<file path="config.mk">
export PLATFORM = sky130hd
export DESIGN_NAME = serial_add_sub
export DESIGN_NICKNAME = d
export VERILOG_FILES = /design/src/rtl/serial_add_sub.sv
export SDC_FILE = /design/constraint.sdc
export NUM_CORES = 1
export LEC_CHECK = 0
export ABC_AREA = 1
export CAP_MARGIN = 20
export CORE_MARGIN = 2
export CORE_UTILIZATION = 50
export CTS_BUF_LIST = sky130_fd_sc_hd__clkbuf_4 sky130_fd_sc_hd__clkbuf_8
export DETAILED_ROUTE_END_ITERATION = 8
export PLACE_DENSITY_LB_ADDON = 0.12
export SLEW_MARGIN = 20
export SYNTH_ARGS = -nofsm -noshare
export SYNTH_HDL_FRONTEND = slang
export SYNTH_SLANG_ARGS = --single-unit
export TNS_END_PERCENT = 5
</file>
<file path="constraint.sdc">
create_clock -name clk -period 3.5 [get_ports clk]
set_input_delay 0.525 -clock clk [delete_from_list [all_inputs] [get_ports clk]]
set_output_delay 0.525 -clock clk [all_outputs]
set_load 0.02 [all_outputs]
</file>
<file path="src/rtl/serial_add_sub.sv">
// Digit-serial adder/subtractor: DIGIT bits per clock through a registered carry.
// Latency: start sampled at edge k, result and done visible after edge k+WIDTH/DIGIT.
// Backpressure: none; start is ignored while busy and accepted again in the done cycle.
module serial_add_sub #(
  parameter int WIDTH = 8,
  parameter int DIGIT = 1
) (
  input  logic             clk,
  input  logic             rst_n,
  input  logic             start,
  input  logic             sub,
  input  logic             cin,
  input  logic [WIDTH-1:0] a,
  input  logic [WIDTH-1:0] b,
  output logic             busy,
  output logic             done,
  output logic [WIDTH-1:0] sum,
  output logic             cout,
  output logic             ovf
);

  localparam int N  = WIDTH / DIGIT;
  localparam int CW = (N > 1) ? $clog2(N) : 1;
  localparam logic [CW-1:0] LAST = CW'(N - 1);

  // Reject geometries that cannot be split into whole digits.
  generate
    if (WIDTH < 1 || DIGIT < 1 || (WIDTH % DIGIT) != 0) begin : g_bad_geometry
      $error("serial_add_sub: WIDTH must be >= 1 and an integer multiple of DIGIT");
    end
  endgenerate

  typedef enum logic [1:0] {IDLE, RUN, DONE} state_t;

  state_t           state, state_nxt;
  logic [WIDTH-1:0] opa, opb, acc, acc_nxt;
  logic             carry;
  logic [CW-1:0]    cnt;
  logic [DIGIT:0]   dig;
  logic             msb_cin;
  logic             accept;
  logic             last;

  // One digit of addition plus the carry into the top bit of that digit.
  always_comb begin
    dig     = {1'b0, opa[DIGIT-1:0]} + {1'b0, opb[DIGIT-1:0]} + {{DIGIT{1'b0}}, carry};
    // Sum bit = a ^ b ^ carry-in, so the carry into the digit MSB is recovered from it;
    // on the last digit this is the carry into bit WIDTH-1.
    msb_cin = dig[DIGIT-1] ^ opa[DIGIT-1] ^ opb[DIGIT-1];
    acc_nxt = (acc >> DIGIT) | (WIDTH'(dig[DIGIT-1:0]) << (WIDTH - DIGIT));
    accept  = start && (state == IDLE || state == DONE);
    last    = (state == RUN) && (cnt == LAST);
  end

  // State register.
  always_ff @(posedge clk or negedge rst_n) begin
    if (!rst_n) state <= IDLE;
    else        state <= state_nxt;
  end

  // Next-state and status outputs; busy and done are mutually exclusive by state.
  always_comb begin
    state_nxt = state;
    busy      = 1'b0;
    done      = 1'b0;
    case (state)
      IDLE: if (start) state_nxt = RUN;
      RUN: begin
        busy = 1'b1;
        if (cnt == LAST) state_nxt = DONE;
      end
      DONE: begin
        done      = 1'b1;
        state_nxt = start ? RUN : IDLE;
      end
      default: state_nxt = IDLE;
    endcase
  end

  // Operand capture, digit shifting, and result update on the final digit only.
  always_ff @(posedge clk or negedge rst_n) begin
    if (!rst_n) begin
      opa   <= '0;
      opb   <= '0;
      acc   <= '0;
      carry <= 1'b0;
      cnt   <= '0;
      sum   <= '0;
      cout  <= 1'b0;
      ovf   <= 1'b0;
    end else if (accept) begin
      opa   <= a;
      opb   <= sub ? ~b : b;
      carry <= sub ? 1'b1 : cin;
      cnt   <= '0;
      acc   <= '0;
    end else if (state == RUN) begin
      opa   <= opa >> DIGIT;
      opb   <= opb >> DIGIT;
      carry <= dig[DIGIT];
      cnt   <= cnt + 1'b1;
      acc   <= acc_nxt;
      if (last) begin
        sum  <= acc_nxt;
        cout <= dig[DIGIT];
        ovf  <= msb_cin ^ dig[DIGIT];
      end
    end
  end

endmodule

</file>
==> results_dict.tcl, run 1 <==
set metrics [dict create \
    first_pass_grt_wire_length_um 5460 \
    core_area_mm2 0.00342 \
    timing.final.max_slew_violations 0 \
    post_route_setup_tns_ns 0 \
    hp-class "primary input to asynchronous set/reset pin" \
    detailroute.wirelength.met2_um 1460 \
    maximum_clock_insertion_buffer_count 2 \
    design.final.nets 268 \
    hpwlAfterDp_um 2210 \
    top_level_ports 33 \
    seq_area_frac_synth_pct 53.8 \
    worstRegToRegCells 6 \
    largest_net_degree_at_the_start_of_global_routing 40 \
    synth_flop_cell "dfrtp_1" \
    final_cell_area_mm2 0.00216 \
    status "completed" \
    setup.worst_path.class "register to output pin" \
    multiInputGateArea_um2 664 \
    detailedRoute.firstPassIterationCount 4 \
    highest_layer "met4" \
    fmax_mhz 436 \
    synth_async_sr_flop_share_pct 100 \
    worstMarginPinSlew_ns 0.843 \
    grt_overflow 0 \
    netlist.area_leader.share_pct 53.8 \
    dr.first_iter.drc_count 49 \
    wirelength_um 3100 \
    post_cts_repair_timing_setup_buffer_count 0 \
    htree_num_levels 2 \
    clkLatencyLatePin_ns 0.34 \
    viasPerCell 4.75 \
    share_of_cells_above_drive_strength_1_pct 6.94 \
    post_synth_instance_area_mm2 0.00182 \
    grt_usage_pct 17.2 \
    synthCells 214 \
    synthesis.nets 238 \
    met3RoutedLength_um 108 \
    post_cts_hold_buffer_count 0 \
    p_per_area_mw_per_mm2 869 \
    worstPathArrival_ns 1.77 \
    finish.utilization_pct 63.3 \
    wl_met1_um 1490 \
    finClkSkew_ns 0.0109 \
    worst_slew_margin_rel_pct 43.8 \
    postCtsResizedCells 0 \
    cts_buffers 5 \
    post-route-period-util_pct 65.5 \
    count_of_standard_cell_rows 21 \
    seqCellArea_um2 976 \
    report.final.hold_viol_count 0 \
    floorplan.initialDensity_pct 53.2 \
    io_buffer_count 32 \
    irDropWorstVdd_v 0.000380 \
    dr_total_vias 1381 \
    power.static_leakage_nw 1.08 \
    yosys-top-cells-count "nand2_1, dfrtp_1, inv_1" \
    timing.final.setup_violations 0 \
    num_antenna_cells 0 \
    die_y_um 64.3 \
    clock_transition_at_the_registers_of_the_reported_paths_ns 0.11 \
    postSynthAreaPerCell_um2 8.48 \
    whs_ns 0.283 \
    placed_cell_area_mm2 0.00211 \
    clock_tree_from_tritoncts "done" \
    die_footprint_mm2 0.00413 \
    cts.root.buffer_cell "clkbuf_4" \
    fill_cells 301 \
    post-synth-top-count-cell "nand2_1" \
    synth_top_cells_by_area "dfrtp_1, nand2_1, o21ai_0" \
    wl_per_cell_um 10.7 \
    critPathRequiredTime_ns 2.97 \
    number_of_enable_type_register_cells_in_the_synthesized_netlist 0 \
    maxCapViolCount 0 \
    finalCriticalPeriod_ns 2.29 \
    antenna_violations_before_repair 0 \
    drc 0 \
    synth-seq-cells 39 \
    flow.area_growth_from_synthesis_pct 19.2 \
    critical_path_end_type "output pin" \
    unrepaired_setup_endpoints_after_global_routing "no" \
    via_count_of_the_first_global_routing_pass 1298 \
    synth.distinct_cells 19 \
    start_kind "register" \
    finalWeightedCongestion 0.767 \
    floorplan.die.width_um 64.3 \
    detail-route-antenna-nets 0 \
    cp_max_fo 16 \
    tritoncts_num_sinks 39 \
    synth_top_area_cell "dfrtp_1" \
    synth.yosys.warnings 0 \
]
metrics by stage:
step | worst slack [ns] | power, W | cells
6_report | 1.21 | 0.00188 | 291
5_1_grt | 1.08 | 0.00206 | 291
3_3_place_gp | 1.55 | 0.00165 | 283
3_5_place_dp | 1.57 | 0.00167 | 283
2_1_floorplan | 2.10 | 0.00144 | 214
4_1_cts | 1.18 | 0.00190 | 291
cell families after synthesis:
logic type      Yosys count  synth area share (%)
simple gates            105                  23.1
flops                    39                  53.8
buf+inv                  33                  9.65
compound gates           30                  9.10
xor+xnor                  4                  1.93
fa+ha+maj                 3                  2.48
worst max-delay path, cell delays in order, from the launching register on:
cell	delay, ns
dfrtp_1	0.42
nor2_4	0.33
clkdlybuf4s50_1	0.68
cell type report:
class	instances	share of cell area [%]
timing repair buffer	32	14.6
tap	46	2.66
clock buffer	7	2.43
clock inverter	1	0.231
multi-input combinational	142	30.7
inverter	24	4.28
sequential	39	45.1
where the power goes:
group	total, W	switching [W]	internal, W
logic	0.000895	0.000538	0.000357
clock network	0.000231	0.000137	0.0000939
registers	0.000754	0.0000959	0.000658
registers in the layout (all words and copies together) (netlist names):
register and flops:
opb 8, cnt 3, opa 8, cout 1, state 2, ovf 1
sum 8, acc 7, carry 1
path summary, 6_finish.rpt:
path                       slack (ns)     start     end
max                              1.21  state[1]    busy
min                              0.28     rst_n  sum[3]
max reg2reg                      1.97  state[1]  opa[3]
min reg2reg                      0.48    cnt[0]  cnt[0]
max in group asynchronous        2.69     rst_n  opa[1]
min in group clk                 0.48    cnt[0]  cnt[0]
metal layers:
metal | up-vias | track usage (%)
met5 | - | 0
li1 | 729 | -
met3 | 6 | 4.23
met1 | 623 | 21.4
met4 | 0 | 7.18
met2 | 23 | 28.8
cells in the final DEF, fill, tap and decap left out:
| master | count |
|---|---|
| nand2_1 | 86 |
| dfrtp_1 | 39 |
| clkdlybuf4s50_1 | 31 |
| inv_1 | 20 |
| o21ai_0 | 18 |
| nand3_1 | 8 |
| o22ai_1 | 8 |
| nor2_1 | 7 |
| clkbuf_4 | 7 |
| xnor2_1 | 4 |
| inv_2 | 3 |
| nand2_2 | 3 |
| o211ai_1 | 2 |
| ha_1 | 2 |
| nor2_4 | 1 |
| inv_4 | 1 |
| o21ai_1 | 1 |
| a21oi_1 | 1 |
| fa_1 | 1 |
| clkinv_2 | 1 |
| buf_2 | 1 |
Note: power is estimated with default switching activity, not from simulation.
==> inputs of run 2 (changes only) <==
==> constraint.sdc (replaced) <==
create_clock -name clk -period 2.4 [get_ports clk]
set_input_delay 0.36 -clock clk [delete_from_list [all_inputs] [get_ports clk]]
set_output_delay 0.36 -clock clk [all_outputs]
set_load 0.02 [all_outputs]
==> run 2 against run 1 <==
Effect of this change: sequential cell count unchanged; cell count decreased by 0.34%; total power increased by 46%; critical path depth grew 1; sequential share of layout area grew 0.10 points; global-route usage up 0.56 points; wire length is 4.6% higher; hold slack got worse by 0.17 ns; final area down 0.23%; die area is the same; clock-buffer cell count down 1; sequential power increased by 46%.
==> results_dict.tcl, run 2 (synthesis gave the netlist of run 1 again) <==
set metrics [dict create \
    finish.utilization_pct 63.2 \
    status "completed" \
    die_y_um 64.3 \
    antenna_violations_before_repair 0 \
    dr_total_vias 1407 \
    detail-route-antenna-nets 0 \
    unrepaired_setup_endpoints_after_global_routing "no" \
    grt_usage_pct 17.8 \
    post_cts_hold_buffer_count 0 \
    final_common_cell "nand2_1" \
    detailedPlace.worstSlack_ns 0.672 \
    cp_max_fo 2 \
    num_antenna_cells 0 \
    floorplan.initialDensity_pct 53.2 \
    post_route_setup_tns_ns 0 \
    crit-reg2reg-launch "state[1]" \
    layout_setup_ws_ns 0.504 \
    irDropWorstVdd_v 0.000489 \
    timing.final.max_slew_violations 0 \
    layout_common_cells "nand2_1, dfrtp_1, clkdlybuf4s50_1" \
    critical-path-slowest-cell "clkdlybuf4s50_1" \
    htree_num_levels 2 \
    comb_power_share_pct 48.8 \
    grt_overflow 0 \
    finClkSkew_ns 0.00294 \
    p_seq_share_pct 40.1 \
    first_pass_grt_wire_length_um 5550 \
    count_of_standard_cell_rows 21 \
    core_area_mm2 0.00342 \
    post_cts_repair_timing_setup_buffer_count 0 \
    share_of_cells_above_drive_strength_1_pct 6.56 \
    critical_path_end_type "output pin" \
    hp-class "primary input to asynchronous set/reset pin" \
    power.share.switching_pct 41.4 \
    finalCriticalPeriod_ns 1.90 \
    cts.root.buffer_cell "clkbuf_4" \
    cts_buffers 5 \
    top_level_ports 33 \
    tritoncts_num_sinks 39 \
    fmax_mhz 527 \
    fill_cells 313 \
    worstPathArrival_ns 1.54 \
    timing.critical_path.from "state[1]" \
    report.final.hold_viol_count 0 \
    path_cells "inv_1 -> nor2_1 -> clkdlybuf4s50_1" \
    multiInputGateArea_um2 664 \
    clock_tree_from_tritoncts "done" \
    dr.first_iter.drc_count 79 \
    wirelength_um 3250 \
    worstRegToRegCells 6 \
    layout_top_registers "opa x8, opb x8, sum x8" \
    worst_slew_margin_rel_pct 43.8 \
    via_count_of_the_first_global_routing_pass 1323 \
    io_buffer_count 32 \
    flow.area_growth_from_synthesis_pct 18.9 \
    clk_network_pwr_share_pct 11.1 \
    slowest_delay_ns 0.62 \
    internal_power_w 0.00161 \
    p_per_area_mw_per_mm2 1270 \
    start_kind "register" \
    clock_transition_at_the_registers_of_the_reported_paths_ns 0.10 \
    post-route-period-util_pct 79.0 \
    maxCapViolCount 0 \
    design.final.nets 269 \
    clkLatencyLatePin_ns 0.33 \
    floorplan.die.width_um 64.3 \
    largest_net_degree_at_the_start_of_global_routing 40 \
    die_footprint_mm2 0.00413 \
    hpwlAfterDp_um 2300 \
    viasPerCell 4.85 \
    power.static_leakage_nw 1.08 \
    total_switching_power_w 0.00114 \
    drc 0 \
    critPathRequiredTime_ns 2.04 \
    wl_per_cell_um 11.2 \
    setup.worst_path.class "register to output pin" \
    timing.final.setup_violations 0 \
    finalWeightedCongestion 0.785 \
    maximum_clock_insertion_buffer_count 2 \
    worstMarginPinSlew_ns 0.843 \
    detailedRoute.firstPassIterationCount 4 \
    postCtsResizedCells 0 \
    seqCellArea_um2 976 \
]
==> run 2: changes by cell type in the layout (fill, tap and decap cells not counted) <==
| cell | delta |
|---|---|
| buf_4 | +1 |
| clkbuf_4 | -1 |
| clkinv_2 | -1 |
==> run 2: worst paths after layout <==
check	to	slack [ns]
setup / recovery	done	0.50
hold / removal	sum[1]	0.12
setup reg to reg	opb[5]	0.86
hold reg to reg	cnt[0]	0.49
max in group asynchronous	opa[3]	1.76
min in group clk	cnt[0]	0.49
==> run 2: metrics by stage <==
stage / total power (W) / hold slack, ns / std cells / instance area (um2)
after CTS: 0.00278 / 0.139 / 290 / 2160
final: 0.00275 / 0.115 / 290 / 2160
after global placement: 0.00242 / 0.457 / 284 / 2110
after floorplan: 0.00211 / 0.0644 / 214 / 1820
after detailed placement: 0.00247 / 0.466 / 284 / 2110
after global routing: 0.00300 / 0.171 / 290 / 2160
==> run 2: metal layers <==
metal | wire [um] | vias to the layer above | share of wire (%) | track usage, %
met5 | 0 | - | 0 | 0
met4 | 45 | 0 | 1.4 | 8.78
met3 | 135 | 5 | 4.2 | 4.23
met2 | 1540 | 28 | 48 | 30.5
met1 | 1520 | 650 | 47 | 20.9
li1 | - | 724 | - | -
==> run 2: area by class of cell <==
class / instances / share of cell area, %
Inverter: 24 / 4.29
Tap cell: 46 / 2.67
Clock buffer: 6 / 2.09
Multi-Input combinational cell: 142 / 30.8
Timing Repair Buffer: 33 / 15.0
Sequential cell: 39 / 45.2
==> run 2: worst max-delay path: cells and delay by family, from the launching register on <==
| kind | cells | cell delay [ns] |
|---|---|---|
| simple gates | 1 | 0.12 |
| buf+inv | 2 | 0.69 |
| flops | 1 | 0.40 |
==> run 2: power by group through the flow <==
| stage | registers [W] | logic [W] | clock network [W] |
|---|---|---|---|
| 6_report | 0.00110 | 0.00134 | 0.000305 |
| 5_1_grt | 0.00114 | 0.00152 | 0.000341 |
| 3_3_place_gp | 0.00111 | 0.00132 | 0 |
| 4_1_cts | 0.00110 | 0.00136 | 0.000314 |
| 2_1_floorplan | 0.00119 | 0.000921 | 0 |
| 3_5_place_dp | 0.00111 | 0.00135 | 0 |
==> inputs of run 3 (changes only) <==
==> constraint.sdc (replaced) <==
create_clock -name clk -period 1.8 [get_ports clk]
set_input_delay 0.27 -clock clk [delete_from_list [all_inputs] [get_ports clk]]
set_output_delay 0.27 -clock clk [all_outputs]
set_load 0.02 [all_outputs]
==> run 3 against run 2 <==
Effect of this change: global-route usage increased by 1.4 points; first-iteration DRC count decreased by 41%; sequential cell count unchanged; total power increased by 36%; non-clock buffer count increased by 4; critical path type unchanged; critical endpoint is now sum[1]; largest cell class unchanged; highest routed layer unchanged.
==> results_dict.tcl, run 3 (synthesis gave the netlist of run 1 again) <==
set metrics [dict create \
    status "completed" \
    p_per_area_mw_per_mm2 1700 \
    critPathTopFamily "buffers and inverters" \
    antenna_violations_before_repair 0 \
    via_count_of_the_first_global_routing_pass 1378 \
    final_standard_cell_count_with_taps_included_and_fillers_excluded 296 \
    maximum_clock_insertion_buffer_count 2 \
    dr_total_vias 1402 \
    viasPerCell 4.74 \
    slowest_delay_ns 0.61 \
    cp_max_fo 2 \
    final_common_cell "nand2_1" \
    floorplan.initialDensity_pct 53.2 \
    irDropWorstVdd_v 0.000800 \
    detail-route-antenna-nets 0 \
    report.final.hold_viol_count 0 \
    wirelength_um 3290 \
    first_pass_grt_wire_length_um 5950 \
    post_cts_repair_timing_setup_buffer_count 0 \
    worstMarginPinSlew_ns 0.481 \
    detailedRoute.firstPassIterationCount 4 \
    rrSetupSlack_ns 0.23 \
    design.final.nets 273 \
    final_cell_area_mm2 0.00220 \
    critical-path-slowest-cell "clkdlybuf4s50_1" \
    cts_buffers 5 \
    clock_transition_at_the_registers_of_the_reported_paths_ns 0.11 \
    grt_overflow 0 \
    post-route-period-util_pct 88.5 \
    finalCriticalPeriod_ns 1.59 \
    worst_slew_margin_rel_pct 67.9 \
    floorplan.die.width_um 64.3 \
    path_cells "clkdlybuf4s50_1" \
    critical_path_end_type "output pin" \
    clkLatencyLatePin_ns 0.35 \
    critical_path.n_buffers_inverters 1 \
    cts.root.buffer_cell "clkbuf_4" \
    timing.final.max_slew_violations 0 \
    grt-busiest-layer "met2" \
    crit_cells 1 \
    worstRegToRegCells 8 \
    layout_top_registers "opa x8, opb x8, sum x8" \
    share_of_cells_above_drive_strength_1_pct 8.40 \
    layout_common_cells "nand2_1, dfrtp_1, clkdlybuf4s50_1" \
    setup.worst_path.class "register to output pin" \
    critPathRequiredTime_ns 1.53 \
    hp-class "primary input to register" \
    finClkSkew_ns 0.00921 \
    worstPathArrival_ns 1.32 \
    die_footprint_mm2 0.00413 \
    post_route_setup_tns_ns 0 \
    timing.final.setup_violations 0 \
    crit-reg2reg-launch "opb[0]" \
    reg2reg_to "ovf" \
    clock_tree_from_tritoncts "done" \
    fmax_mhz 628 \
    finalWeightedCongestion 0.811 \
    maxCapViolCount 0 \
    whs_ns 0.454 \
    groute.layer.met3.usage_pct 6.87 \
    met1_usage_in_global_routing_pct 22.9 \
    unrepaired_setup_endpoints_after_global_routing "no" \
    num_antenna_cells 0 \
    die_y_um 64.3 \
    start_kind "register" \
    dr.first_iter.drc_count 47 \
    htree_num_levels 2 \
    io_buffer_count 32 \
    largest_net_degree_at_the_start_of_global_routing 40 \
    timing.critical_path.from "sum[1]" \
    drc 0 \
    count_of_standard_cell_rows 21 \
    core_area_mm2 0.00342 \
    power.static_leakage_nw 1.11 \
    hpwlAfterDp_um 2320 \
    top_level_ports 33 \
    grt_use_met2_pct 31.5 \
    placed_cell_area_mm2 0.00214 \
    numPlacedInstances 287 \
    wl_per_cell_um 11.1 \
    crit_end "sum[1]" \
    tritoncts_num_sinks 39 \
    flow.area_growth_from_synthesis_pct 21.2 \
    grt_usage_pct 19.2 \
]
run 3: how the worst min path moves through the flow:
stage	startpoint	endpoint	cells past startpoint	slack, ns
floorplan	rst_n	acc[1]	0	-0.03
global placement	rst_n	sum[1]	2	0.35
finish	a[7]	opa[7]	3	0.45
global route	a[4]	opa[4]	3	0.46
detailed placement	rst_n	sum[1]	2	0.35
CTS	a[7]	opa[7]	3	0.44
run 3: power breakdown:
| part | switching, W | total, W | internal (W) |
|---|---|---|---|
| Clock | 0.000275 | 0.000457 | 0.000182 |
| Combinational | 0.00108 | 0.00182 | 0.000737 |
| Sequential | 0.000189 | 0.00147 | 0.00128 |
run 3: cell type report:
type | instances | area (um2)
Fill cell | 320 | 1210
Sequential cell | 39 | 976
Multi-Input combinational cell | 142 | 664
Timing Repair Buffer | 37 | 353
Inverter | 24 | 92.6
Tap cell | 46 | 57.6
Clock buffer | 7 | 52.6
Clock inverter | 1 | 5.00
run 3: what timing repair did:
item	4_1_cts	5_1_grt
hold endpoints to repair	39	0
endpoints found under the setup margin	2	0
hold buffers	1	0
gates resized for setup	2	0
run 3: per-stage QoR:
stage               setup WS (ns)  total power, W  util (%)
finish                      0.206         0.00374      64.4
global route                0.107         0.00412      64.4
CTS                         0.190         0.00379      64.4
detailed placement          0.207         0.00333      62.5
global placement            0.279         0.00327      62.5
floorplan                   0.399         0.00281         -
run 3: routing by layer:
layer  vias up  routed length (um)
met5         -                   0
met1       636                1520
met2        25                1580
li1        735                   -
met4         0                  59
met3         6                 133
